**src/rtl/muldiv_pkg.sv**
```systemverilog
// rtl/muldiv_pkg.sv - shared encodings for the RV32M multiply/divide unit
//
// Purpose: opcode/funct7 match constants, the funct3 operation enum and the
// control FSM state enum used by muldiv_unit and muldiv_sign_unit.
// Ports: none (package).
package muldiv_pkg;

  localparam logic [6:0] OPC_OP     = 7'b0110011;
  localparam logic [6:0] F7_MULDIV  = 7'b0000001;

  typedef enum logic [2:0] {
    MUL    = 3'b000,
    MULH   = 3'b001,
    MULHSU = 3'b010,
    MULHU  = 3'b011,
    DIV    = 3'b100,
    DIVU   = 3'b101,
    REM    = 3'b110,
    REMU   = 3'b111
  } funct3_e;

  typedef enum logic [1:0] {
    IDLE = 2'd0,
    CALC = 2'd1,
    DONE = 2'd2
  } state_e;

endpackage

```
**src/rtl/muldiv_sign_unit.sv**
```systemverilog
// rtl/muldiv_sign_unit.sv - operand magnitude/sign extraction and final negate
//
// Purpose: combinational helper. Converts the raw operands into magnitudes
// plus sign flags according to the operation's signedness, and applies the
// conditional two's-complement negate to the finished 2*XLEN value.
// Ports:
//   funct3   in   3        operation selecting operand signedness
//   src_a    in   XLEN     raw rs1 value
//   src_b    in   XLEN     raw rs2 value
//   abs_a    out  XLEN     |src_a| (src_a itself when treated unsigned)
//   abs_b    out  XLEN     |src_b|
//   sign_a   out  1        src_a is treated as negative
//   sign_b   out  1        src_b is treated as negative
//   fix_in   in   2*XLEN   unsigned result to sign-correct
//   fix_neg  in   1        negate fix_in
//   fix_out  out  2*XLEN   sign-corrected result
module muldiv_sign_unit
  import muldiv_pkg::*;
#(
  parameter int XLEN = 32
) (
  input  logic [2:0]        funct3,
  input  logic [XLEN-1:0]   src_a,
  input  logic [XLEN-1:0]   src_b,
  output logic [XLEN-1:0]   abs_a,
  output logic [XLEN-1:0]   abs_b,
  output logic              sign_a,
  output logic              sign_b,
  input  logic [2*XLEN-1:0] fix_in,
  input  logic              fix_neg,
  output logic [2*XLEN-1:0] fix_out
);

  funct3_e op;
  logic    a_signed;
  logic    b_signed;

  always_comb begin
    op       = funct3_e'(funct3);
    a_signed = (op == MULH) || (op == MULHSU) || (op == DIV) || (op == REM);
    b_signed = (op == MULH) || (op == DIV) || (op == REM);
    sign_a   = a_signed && src_a[XLEN-1];
    sign_b   = b_signed && src_b[XLEN-1];
    // Negating the most negative value wraps back to itself, which read as
    // unsigned is exactly its magnitude.
    abs_a    = sign_a ? -src_a : src_a;
    abs_b    = sign_b ? -src_b : src_b;
    fix_out  = fix_neg ? -fix_in : fix_in;
  end

endmodule

```
**src/rtl/muldiv_unit.sv**
```systemverilog
// rtl/muldiv_unit.sv - iterative RV32M multiply/divide unit
//
// Purpose: accepts OP-opcode/funct7=0000001 instructions, runs XLEN
// shift-add (multiply) or restoring-subtract (divide) steps on operand
// magnitudes, then sign-corrects and returns the result tagged with rd.
// Ports:
//   clk          in   1     rising-edge clock
//   n_rst        in   1     asynchronous active-low reset
//   in_valid     in   1     request qualifier
//   instruction  in   32    instruction word (opcode/funct3/funct7/rd used)
//   src_A        in   XLEN  rs1 value
//   src_B        in   XLEN  rs2 value
//   flush        in   1     abort in-flight op; blocks acceptance
//   ready        out  1     idle, can accept
//   busy         out  1     op in flight
//   done         out  1     one-cycle result-valid pulse
//   result       out  XLEN  last result, held until next completion
//   rd_out       out  5     rd of the last completed op
module muldiv_unit
  import muldiv_pkg::*;
#(
  parameter int XLEN = 32
) (
  input  logic            clk,
  input  logic            n_rst,
  input  logic            in_valid,
  input  logic [31:0]     instruction,
  input  logic [XLEN-1:0] src_A,
  input  logic [XLEN-1:0] src_B,
  input  logic            flush,
  output logic            ready,
  output logic            busy,
  output logic            done,
  output logic [XLEN-1:0] result,
  output logic [4:0]      rd_out
);

  localparam int CW = $clog2(XLEN);

  state_e            state_q, state_d;
  logic [CW-1:0]     cnt_q, cnt_d;
  logic [2*XLEN-1:0] acc_q, acc_d;
  logic [XLEN-1:0]   opa_q, opa_d;
  logic [XLEN-1:0]   opb_q, opb_d;
  logic              sign_a_q, sign_a_d;
  logic              sign_b_q, sign_b_d;
  logic [2:0]        funct3_q, funct3_d;
  logic [4:0]        rd_q, rd_d;
  logic [XLEN-1:0]   result_q, result_d;
  logic [4:0]        rd_out_q, rd_out_d;
  logic              done_q, done_d;

  logic [XLEN-1:0]   abs_a, abs_b;
  logic              sign_a, sign_b;
  logic [2*XLEN-1:0] fix_in, fix_out;
  logic              fix_neg;

  logic              accept;
  logic [XLEN:0]     mul_sum;
  logic [2*XLEN-1:0] mul_next;
  logic [XLEN:0]     rem_sh;
  logic [XLEN+1:0]   div_diff;
  logic [2*XLEN-1:0] div_next;
  logic              unused_bits;

  assign unused_bits = ^{instruction[24:15], div_diff[XLEN]};

  muldiv_sign_unit #(.XLEN(XLEN)) u_sign (
    .funct3  (instruction[14:12]),
    .src_a   (src_A),
    .src_b   (src_B),
    .abs_a   (abs_a),
    .abs_b   (abs_b),
    .sign_a  (sign_a),
    .sign_b  (sign_b),
    .fix_in  (fix_in),
    .fix_neg (fix_neg),
    .fix_out (fix_out)
  );

  always_comb begin
    // Multiply: add multiplicand into the high half when the multiplier LSB
    // is set, then shift the whole {carry, high, low} right by one.
    mul_sum  = {1'b0, acc_q[2*XLEN-1:XLEN]} + (acc_q[0] ? {1'b0, opa_q} : '0);
    mul_next = {mul_sum, acc_q[XLEN-1:1]};
    // Divide: high half is the partial remainder, low half shifts dividend
    // bits out and quotient bits in. rem_sh keeps the bit shifted out of the
    // remainder so a remainder >= 2^(XLEN-1) is not truncated.
    rem_sh   = acc_q[2*XLEN-1:XLEN-1];
    div_diff = {1'b0, rem_sh} - {2'b0, opb_q};
    div_next = div_diff[XLEN+1] ? {rem_sh[XLEN-1:0], acc_q[XLEN-2:0], 1'b0}
                                : {div_diff[XLEN-1:0], acc_q[XLEN-2:0], 1'b1};
  end

  always_comb begin
    fix_in  = acc_q;
    fix_neg = sign_a_q ^ sign_b_q;
    case (funct3_e'(funct3_q))
      DIV, DIVU: fix_in = {{XLEN{1'b0}}, acc_q[XLEN-1:0]};
      REM, REMU: begin
        fix_in  = {{XLEN{1'b0}}, acc_q[2*XLEN-1:XLEN]};
        fix_neg = sign_a_q;
      end
      default: ;
    endcase
  end

  always_comb begin
    state_d  = state_q;
    cnt_d    = cnt_q;
    acc_d    = acc_q;
    opa_d    = opa_q;
    opb_d    = opb_q;
    sign_a_d = sign_a_q;
    sign_b_d = sign_b_q;
    funct3_d = funct3_q;
    rd_d     = rd_q;
    result_d = result_q;
    rd_out_d = rd_out_q;
    done_d   = 1'b0;

    accept = in_valid && !flush && (state_q == IDLE)
          && (instruction[6:0] == OPC_OP) && (instruction[31:25] == F7_MULDIV);

    case (state_q)
      IDLE: begin
        if (accept) begin
          state_d  = CALC;
          cnt_d    = '0;
          funct3_d = instruction[14:12];
          rd_d     = instruction[11:7];
          opa_d    = abs_a;
          opb_d    = abs_b;
          sign_a_d = sign_a;
          sign_b_d = sign_b;
          // Multiply iterates over the multiplier (B); divide over the dividend (A).
          acc_d    = instruction[14] ? {{XLEN{1'b0}}, abs_a} : {{XLEN{1'b0}}, abs_b};
        end
      end
      CALC: begin
        if (flush) begin
          state_d = IDLE;
          cnt_d   = '0;
        end else begin
          acc_d = funct3_q[2] ? div_next : mul_next;
          cnt_d = cnt_q + 1'b1;
          if (cnt_q == CW'(XLEN - 1)) state_d = DONE;
        end
      end
      DONE: begin
        state_d  = IDLE;
        done_d   = 1'b1;
        rd_out_d = rd_q;
        case (funct3_e'(funct3_q))
          MUL:               result_d = fix_out[XLEN-1:0];
          MULH, MULHSU,
          MULHU:             result_d = fix_out[2*XLEN-1:XLEN];
          // A zero divisor yields an all-ones quotient regardless of sign.
          DIV, DIVU:         result_d = (opb_q == '0) ? '1 : fix_out[XLEN-1:0];
          default:           result_d = fix_out[XLEN-1:0];
        endcase
      end
      default: state_d = IDLE;
    endcase
  end

  always_ff @(posedge clk or negedge n_rst) begin
    if (!n_rst) begin
      state_q  <= IDLE;
      cnt_q    <= '0;
      acc_q    <= '0;
      opa_q    <= '0;
      opb_q    <= '0;
      sign_a_q <= 1'b0;
      sign_b_q <= 1'b0;
      funct3_q <= '0;
      rd_q     <= '0;
      result_q <= '0;
      rd_out_q <= '0;
      done_q   <= 1'b0;
    end else begin
      state_q  <= state_d;
      cnt_q    <= cnt_d;
      acc_q    <= acc_d;
      opa_q    <= opa_d;
      opb_q    <= opb_d;
      sign_a_q <= sign_a_d;
      sign_b_q <= sign_b_d;
      funct3_q <= funct3_d;
      rd_q     <= rd_d;
      result_q <= result_d;
      rd_out_q <= rd_out_d;
      done_q   <= done_d;
    end
  end

  assign ready  = (state_q == IDLE);
  assign busy   = (state_q == CALC);
  assign done   = done_q;
  assign result = result_q;
  assign rd_out = rd_out_q;

endmodule

```
**config.mk**
```make
export PLATFORM = sky130hd
export DESIGN_NAME = muldiv_unit
export DESIGN_NICKNAME = d
export VERILOG_FILES = /design/src/rtl/muldiv_pkg.sv /design/src/rtl/muldiv_sign_unit.sv /design/src/rtl/muldiv_unit.sv
export SDC_FILE = /design/constraint.sdc
export NUM_CORES = 1
export LEC_CHECK = 0
export CORE_MARGIN = 1.5
export CORE_UTILIZATION = 30
export DETAILED_ROUTE_END_ITERATION = 16
export HOLD_SLACK_MARGIN = 0.05
export PLACE_DENSITY = 0.52
export SLEW_MARGIN = 30
export SYNTH_ARGS = -nofsm -noshare
export SYNTH_HDL_FRONTEND = slang
export SYNTH_SLANG_ARGS = --single-unit
export TNS_END_PERCENT = 30
```
**constraint.sdc**
```tcl
create_clock -name clk -period 3.7 [get_ports clk]
set_input_delay 0.555 -clock clk [delete_from_list [all_inputs] [get_ports clk]]
set_output_delay 0.555 -clock clk [all_outputs]
set_load 0.05 [all_outputs]
```
---- Word-level counts from Yosys, hierarchy flattened ----
Index checks and enable logic that the tools add are counted.
W data, S select, Z words.
storage, ports and cells
  flip-flop bits (word level) ............. 183
  bits in latches ......................... 0
  bits in writable memories ............... 0
  memory bits (read-only) ................. 0
  logic and storage cells ................. 82
  memories ................................ 0
operators by class
  $add $sub $neg .......................... 6
  multipliers ............................. 0
  div/mod/pow operators ................... 0
  order comparisons ....................... 0
  equal/unequal tests ..................... 19
  shifts and indexed selects .............. 0
  multiplexer cells ....................... 22
  bitwise operators ....................... 1
  reduce and logical (&&, ||, !) cells .... 22
operators by type and width
  kind                   count
  $mux W64               5
  $pmux W64 S2           2
  $mux W32               5
  $neg A32 Y32           2
  $neg A64 Y64           1
  $pmux W32 S2           1
  $sub A33 B32 Y34       1
  $add A32 B32 Y33       1
  $logic_not A32 Y1      1
  $eq A3 B3 Y1 const B   6
  $mux W5                2
  $pmux W5 S2            1
  $eq A3 B2 Y1 const B   3
  $eq A7 B1 Y1 const B   1
  $eq A7 B6 Y1 const B   1
  $eq A3 B1 Y1 const B   2
  $logic_and A1 B1 Y1    6
  $mux W2                3
  $reduce_and A2 Y1      3
  $add A5 B1 Y5 const B  1
  $eq A5 B5 Y1 const B   1
  $logic_or A1 B1 Y1     5
  $pmux W2 S2            1
  $reduce_or A2 Y1       2
  other kinds (12)       13

---- Longest topological paths before layout ----
Gate-level depths: netlist of the first run.
  word-level depth ........................ 9
  mapped depth ............................ 16
  depth with buffers taken out ............ 12

---- Hierarchy ----
From an unflattened synthesis of the first run, not the netlist that was laid out.
unflattened totals
  cells, all modules ...................... 1939
  area, all modules ....................... 15937.8 um^2
modules (own cells, without submodules)
  module            instances  cells an instance  area each (um^2)  sequential area each (um^2)
  muldiv_unit       1          1512               13015.0           4579.4
  muldiv_sign_unit  1          427                2922.8            0.0

---- Least setup slack after synthesis of the first run ----
No wires, ideal clock.
  path type ............................... register -> register
  start point ............................. register funct3_q[1]
  end point ............................... register result_q[24] (netlist: result[24])
  library setup time ...................... 137 ps
  arrival ................................. 3934 ps
  data required time ...................... 3563 ps
  setup slack ............................. -371 ps
  cell stages (with the launch flop) ...... 16
  path buffers ............................ 5
  clock period less this slack ............ 4071 ps
  cell sequence ........................... dfrtp_1 > buf_4 > nand2_1 > buf_1 > clkbuf_1 > buf_2 > mux2i_1 > ha_1 > o21ai_0 > nor4b_2 > nand4_2 > or2_1 > clkbuf_1 > or4_1 > nand3_1 > a21oi_1
between the ends
  word-level cells in the longest chain between the ends .. 7
  elaborated cells on any way between the ends .. 16
  those cells by class .................... add/sub: 1; eq/ne: 7; mux: 5; reduce/logical: 3
ends and longest elaborated chain
  element                                     RTL line                               RTL
  from (decl)                                 muldiv_unit.sv:47                      logic [2:0] funct3_q, funct3_d;
  from (signal assigned)                      muldiv_unit.sv:189                     funct3_q <= funct3_d;
  $eq A3 B3 Y1, on equally long branches      muldiv_unit.sv:98, muldiv_unit.sv:154
  $reduce_or A2 Y1, on equally long branches  muldiv_unit.sv:98, muldiv_unit.sv:154
  $pmux W64 S2                                muldiv_unit.sv:98                      case (funct3_e'(funct3_q))
  $neg A64 Y64                                muldiv_sign_unit.sv:48                 fix_out = fix_neg ? -fix_in : fix_in;
  $mux W64                                    muldiv_sign_unit.sv:48
  $mux W32                                    muldiv_unit.sv:159                     DIV, DIVU: result_d = (opb_q == '0) ? '1 : fix_out[XLEN-1:0];
  $pmux W32 S2 (*)                            muldiv_unit.sv:154                     case (funct3_e'(funct3_q))
  to (signal assigned)                        muldiv_unit.sv:191                     result_q <= result_d;
  to (decl)                                   muldiv_unit.sv:49                      logic [XLEN-1:0] result_q, result_d;
Every way passes the cells marked *; elsewhere a longest branch is shown, timed or not.
A chain may end at the register's enable or synchronous reset.

---- Final worst setup path of the first run ----
  start point ............................. register funct3_q[2]
  end point ............................... register result_q[26] (netlist: result[26])
The elaborated chain is that of the path after synthesis.

==> results of run 1 <==
-- path summary, 6_finish.rpt --
check / start / end / slack (ns) / cells after the start
worst max-delay path: funct3_q[2] / result[26] / 0.12 / 12
worst min-delay path: rd_q[0] / rd_out[0] / 0.47 / 2
worst max register to register: funct3_q[2] / result[26] / 0.12 / 12
worst min register to register: rd_q[0] / rd_out[0] / 0.47 / 2
max in group asynchronous: n_rst / acc_q[0] / 2.02 / 4
min in group asynchronous: n_rst / result[19] / 0.54 / 2
-- repair_timing --
| item | in CTS | in global routing |
|---|---|---|
| endpoints found under the setup margin | 0 | 2 |
| gates resized for setup | 0 | 3 |
| hold buffers | 0 | 1 |
| buffers inserted | 0 | 0 |
| endpoints found under the hold margin | 0 | 26 |
-- cell type report --
type | instances | area share [%]
Tap cell | 688 | 4.40
Sequential cell | 183 | 23.4
Antenna cell | 1 | 0.0128
Clock buffer | 17 | 2.17
Multi-Input combinational cell | 1662 | 55.1
Timing Repair Buffer | 283 | 12.9
Clock inverter | 15 | 0.799
Inverter | 63 | 1.21
-- critical path: stages, from the launching register on --
cell	delay [ns]
dfrtp_4	0.58
nand2_2	0.21
mux2i_1	0.37
ha_1	0.25
o21ai_0	0.20
nor4b_2	0.34
buf_4	0.17
nand4_2	0.20
buf_4	0.24
o31ai_1	0.41
xnor2_1	0.16
o22ai_1	0.20
o21ai_0	0.10
-- synthesized netlist by cell type, types with 11 or more instances --
cell      instances
a211oi_1         30
a21o_1           17
a21oi_1         139
a22oi_1          17
a31oi_1          36
and2_1           44
and3_1           13
clkbuf_1        117
dfrtp_1         183
ha_1             69
inv_1            62
mux2i_1          89
nand2_1         245
nand2b_1         13
nand3_1          33
nand4_1          22
nor2_1          159
nor3_1           50
nor4_1           25
o211ai_1         13
o21a_1           11
o21ai_0         200
o21bai_1         15
o221ai_1         14
o22a_1           11
o22ai_1          23
o31ai_1          31
o41ai_1          11
or3_1            15
or4_1            15
xnor2_1          84
xor2_1           74
-- state kept, by name, summed over array words and instances, names as in the netlist --
name      flops
rd_out        5
cnt_q         5
done          1
opa_q        32
acc_q        64
state_q       2
result       32
opb_q        32
rd_q          5
sign_b_q      1
sign_a_q      1
funct3_q      3
-- layer usage --
metal	wire length (um)	track usage, %	vias to the layer above
li1	-	-	7822
met1	31400	33.6	8045
met2	30700	38.5	630
met3	4750	5.16	87
met4	2060	8.30	0
met5	0	0	-
-- power by group --
part	total [mW]	switching, mW	internal [mW]
sequential	2.02	0.0163	2.01
combinational	0.559	0.327	0.232
clock	1.90	0.997	0.901
total	4.48	1.34	3.14
-- cells in the final DEF (no fill, tap or decap), types with 13 or more instances in the layout --
| cell type | n |
|---|---|
| a211oi_1 | 30 |
| a21o_1 | 17 |
| a21oi_1 | 139 |
| a22oi_1 | 17 |
| a31oi_1 | 36 |
| and2_1 | 44 |
| and3_1 | 13 |
| buf_4 | 148 |
| clkbuf_16 | 17 |
| clkdlybuf4s50_1 | 126 |
| dfrtp_1 | 180 |
| ha_1 | 69 |
| inv_1 | 62 |
| mux2i_1 | 89 |
| nand2_1 | 244 |
| nand2b_1 | 13 |
| nand3_1 | 33 |
| nand4_1 | 22 |
| nor2_1 | 157 |
| nor3_1 | 50 |
| nor4_1 | 24 |
| o211ai_1 | 13 |
| o21ai_0 | 199 |
| o21bai_1 | 15 |
| o221ai_1 | 14 |
| o22ai_1 | 23 |
| o31ai_1 | 31 |
| or3_1 | 15 |
| or4_1 | 14 |
| xnor2_1 | 83 |
| xor2_1 | 73 |
-- cell families after synthesis --
logic type | after synthesis | share of synthesized area, %
AOI/OAI and AO/OA | 650 | 25.6
xor gates and xnor gates | 158 | 8.59
adders and majority gates | 71 | 5.61
buffers and inverters | 201 | 4.97
DFF | 183 | 28.4
muxes | 96 | 6.02
and+or+nand+nor | 687 | 20.8
-- stage by stage --
| step | hold slack [ns] | instances | setup TNS (ns) |
|---|---|---|---|
| floorplan | 0.259 | 2046 | 0 |
| global placement | 0.452 | 2877 | -0.0397 |
| detailed placement | 0.454 | 2877 | -0.0763 |
| CTS | 0.217 | 2909 | 0 |
| global route | 0.497 | 2911 | 0 |
| finish | 0.466 | 2912 | 0 |
==> flow_metrics.py, run 1 <==
metrics = {
    "outcome": {
        "outcome": "complete, no violations",
    },
    "pwr": {
        "power.density_nw_per_um2": 229,
        "total_power_mw": 4.48,
        "p_leak_nw": 8.50,
        "vdd_drop_max_v": 0.000385,
    },
    "global_route": {
        "grt_pass1_vias": 15900,
        "grt.total_usage_pct": 24.6,
        "antenna_found_initial": 1,
        "grt-ovfl-total": 0,
        "grt_max_degree": 99,
        "grt_pass1_wl_um": 102000,
    },
    "placed_design": {
        "globalplace.congestion": 0.948,
        "placed_area_um2": 19000,
        "dp_slack_ns": -0.0747,
        "dp_hpwl_um": 55400,
        "port_buffers": 129,
    },
    "drt": {
        "ant_nets": 0,
        "wl_per_cell_um": 23.6,
        "via_count": 16600,
        "drc": 0,
        "dr.pass1.iters": 6,
        "drtIter0Drc": 1430,
        "routed_wl_um": 68800,
        "vias_per_cell": 5.70,
    },
    "floorplanning": {
        "rows": 84,
        "die_area_um2": 55100,
        "die_y_um": 235,
        "coreArea_um2": 52900,
        "initial_core_util_pct": 30.5,
        "fp.dieW_um": 235,
        "ios": 140,
    },
    "timing": {
        "fin_skew_ns": 0.0143,
        "rsz0062_at_grt": "false",
        "fmax_ghz": 0.280,
        "setup_slack_ns": 0.123,
        "post-route-period-util_pct": 96.7,
        "final-max-slew-violation-count": 0,
        "finalSetupViolCount": 0,
        "slew_headroom_pct": 49.7,
        "hold_violations": 0,
        "worst_pin_slew_ns": 0.754,
        "finalWorstPathRequiredPeriod_ns": 3.58,
    },
    "clock_network": {
        "cts_root_buf": "clkbuf_16",
        "tritoncts": "built",
        "clk_pin_slew_ns": 0.07,
        "htreeDepth": 4,
        "cts_max_path_buffers": 2,
        "numClockSinks": 183,
        "cts_made_buffers": 17,
        "clkLatencyLatePin_ns": 0.49,
    },
    "setup_path": {
        "arrival_ns": 3.92,
        "cp-start-kind": "flop",
        "worstSetupPathType": "flop to flop",
        "end_kind": "flop",
        "crit_fanout": 16,
        "worstPathRequired_ns": 4.04,
    },
    "logic_synthesis": {
        "synth_top_flop_cell": "dfrtp_1",
        "syn-cell-area_um2": 16100,
        "synth_edf_count": 0,
        "syn-num-nets": 2217,
        "yosys_warnings": 0,
        "syn_area_per_cell_um2": 7.88,
        "synth-async-reset-ratio_pct": 100,
        "ys_types": 88,
        "synth_top_area_cell": "dfrtp_1",
        "synth-seq-area-share_pct": 28.4,
        "synth_cells": 2046,
        "netlist.area_leader.share_pct": 28.4,
        "synth.area.top_cells": "dfrtp_1, o21ai_0, nand2_1",
        "ys_ff_latch": 183,
    },
    "cells_and_area": {
        "area_delta_synth_final_pct": 21.5,
        "seq_area_um2": 4590,
        "multi_input_area_um2": 10800,
        "final_core_util_pct": 37.0,
        "final_cell_area_um2": 19600,
        "num-fill-cells": 5477,
        "drive_above_1_share_pct": 10.3,
        "fin_nets": 2381,
    },
    "min_path": {
        "min_path_type": "flop to flop",
    },
    "flow_run": {
        "cap_violations": 0,
    },
}
No activity file was read; power rests on OpenSTA's default activity.
==> run 2: changes to the inputs <==
--- a/config.mk
+++ b/config.mk
@@ -7,9 +7,9 @@
 export LEC_CHECK = 0
 export CORE_MARGIN = 1.5
 export CORE_UTILIZATION = 30
+export CTS_CLUSTER_SIZE = 30
 export DETAILED_ROUTE_END_ITERATION = 16
 export HOLD_SLACK_MARGIN = 0.05
-export PLACE_DENSITY = 0.52
 export SLEW_MARGIN = 30
 export SYNTH_ARGS = -nofsm -noshare
 export SYNTH_HDL_FRONTEND = slang
==> run 2 against run 1 <==
Against the previous run: largest power group is now clock; power is 3.9% higher; first-iteration DRC count rose by 18%; clock power grew 8%; count of clock-buffer cells in the layout rose by 2; register-to-register slack about the same; via count is 1.6% higher; sequential share of layout area shrank 0.077 points; worst setup slack lost 0.011 ns; utilization up 0.10 points; critical path type unchanged.
==> flow_metrics.py, run 2 (synthesis results as in run 1) <==
metrics = {
    "floorplanning": {
        "fp.dieW_um": 235,
        "die_y_um": 235,
        "die_area_um2": 55100,
        "coreArea_um2": 52900,
        "ios": 140,
        "initial_core_util_pct": 30.5,
        "rows": 84,
    },
    "pwr": {
        "share_seq_of_total_power_pct": 43.5,
        "p_int_mw": 3.42,
        "p_comb_share_pct": 12.4,
        "p_sw_mw": 1.23,
        "p_clk_share_pct": 44.1,
        "vdd_drop_max_v": 0.000361,
        "p_leak_nw": 8.55,
        "power.density_nw_per_um2": 237,
        "p_sw_share_pct": 26.5,
    },
    "drt": {
        "drc": 0,
        "ant_nets": 0,
        "vias_per_cell": 5.79,
        "dr.pass1.iters": 6,
        "drtIter0Drc": 1682,
        "wl_per_cell_um": 23.3,
        "via_count": 16800,
        "routed_wl_um": 67900,
    },
    "cells_and_area": {
        "drive_above_1_share_pct": 10.3,
        "area_delta_synth_final_pct": 21.9,
        "mostFrequentLayoutCell": "nand2_1",
        "diodes": 0,
        "num-fill-cells": 5472,
        "fin_nets": 2380,
        "top_register": "acc_q",
        "largest_register_ffs": 64,
        "final_cell_mix": "nand2_1, o21ai_0, dfrtp_1",
    },
    "clock_network": {
        "tritoncts": "built",
        "cts_root_buf": "clkbuf_16",
        "numClockSinks": 183,
        "htreeDepth": 4,
        "cts_setup_buffers": 0,
        "cts_max_path_buffers": 2,
        "clkLatencyLatePin_ns": 0.47,
        "clk_pin_slew_ns": 0.07,
        "cts_made_buffers": 17,
    },
    "timing": {
        "fin_skew_ns": 0.0137,
        "finalWorstPathRequiredPeriod_ns": 3.59,
        "holdWs_ns": 0.118,
        "tns_ns": 0,
        "post-route-period-util_pct": 97.0,
        "setup_slack_ns": 0.112,
        "worst_pin_slew_ns": 0.929,
        "fmax_ghz": 0.279,
        "final-max-slew-violation-count": 0,
        "hold_violations": 0,
        "rsz0062_at_grt": "false",
        "finalSetupViolCount": 0,
        "slew_headroom_pct": 37.9,
    },
    "setup_path": {
        "worstSetupPathType": "flop to flop",
        "end_kind": "flop",
        "r2r_cells": 9,
        "cp-start-kind": "flop",
        "worstPathRequired_ns": 4.04,
        "timing.rr.end": "result[27]",
        "r2r_slack_ns": 0.11,
        "reg2reg_from": "acc_q[51]",
        "arrival_ns": 3.93,
        "crit_fanout": 4,
    },
    "global_route": {
        "grt_pass1_wl_um": 103000,
        "grt_pass1_vias": 16000,
        "grt.total_usage_pct": 24.4,
        "grt_max_degree": 132,
        "grt-ovfl-total": 0,
        "antenna_found_initial": 0,
    },
    "outcome": {
        "outcome": "complete, no violations",
    },
    "flow_run": {
        "cap_violations": 0,
    },
    "min_path": {
        "min_path_type": "primary input to asynchronous set/reset pin",
    },
    "placed_design": {
        "dp_hpwl_um": 54500,
        "dp_slack_ns": -0.218,
        "globalplace.congestion": 0.962,
        "port_buffers": 129,
    },
}
==> run 2: worst max-delay path by stage <==
stage	cells past startpoint	end	slack, ns	start
after floorplan	15	result[24]	0.03	funct3_q[1]
after global placement	9	acc_q[31]	-0.16	src_A[4]
after detailed placement	9	acc_q[31]	-0.22	src_A[4]
after CTS	13	acc_q[60]	0.15	acc_q[31]
after global routing	12	acc_q[50]	0.03	acc_q[0]
final	9	result[27]	0.11	acc_q[51]
==> run 2: repair_timing <==
action,in CTS,in global routing
endpoints found under the setup margin,0,3
gates resized for setup,0,3
hold buffers,0,0
==> run 2: area by class of cell <==
type / count / area (um2) / share of cell area, %
clock inverter: 12 / 188 / 0.956
tap: 688 / 861 / 4.38
sequential: 183 / 4580 / 23.3
multi-input combinational: 1662 / 10800 / 55.0
inverter: 63 / 236 / 1.20
timing repair buffer: 282 / 2510 / 12.8
clock buffer: 19 / 453 / 2.31
==> run 2: power groups by stage <==
| stage | clock (mW) | combinational [mW] | sequential (mW) |
|---|---|---|---|
| 4_1_cts | 2.09 | 0.572 | 2.03 |
| 2_1_floorplan | 0 | 0.239 | 2.06 |
| 3_3_place_gp | 0 | 0.564 | 2.06 |
| 6_report | 2.05 | 0.576 | 2.03 |
| 3_5_place_dp | 0 | 0.571 | 2.06 |
| 5_1_grt | 2.16 | 0.618 | 2.03 |
==> run 2: metal layers <==
layer  up-vias  GRT usage [%]  routed length (um)
met3       118           3.83                5280
met5         -              0                   0
met4         0           10.7                2900
met2       759           36.9               29100
li1       7825              -                   -
met1      8140           34.2               30600
==> run 2: per-stage QoR <==
| stage | util, % | power, mW | instance area, um2 | std cells |
|---|---|---|---|---|
| after detailed placement | 35.9 | 2.64 | 19000 | 2878 |
| after CTS | 37.1 | 4.68 | 19600 | 2909 |
| after global placement | 35.9 | 2.63 | 19000 | 2878 |
| after floorplan | - | 2.30 | 16100 | 2046 |
| after global routing | 37.1 | 4.80 | 19600 | 2909 |
| final | 37.1 | 4.65 | 19600 | 2909 |
==> run 2: critical path, cell delays in order (launching register included) <==
cell	delay [ns]
dfrtp_1	0.42
buf_4	0.16
nor2_1	0.49
a21oi_1	0.26
or4_4	0.59
nor4b_4	0.32
nand3_2	0.17
o41ai_2	0.45
nor4_1	0.08
or4_1	0.51
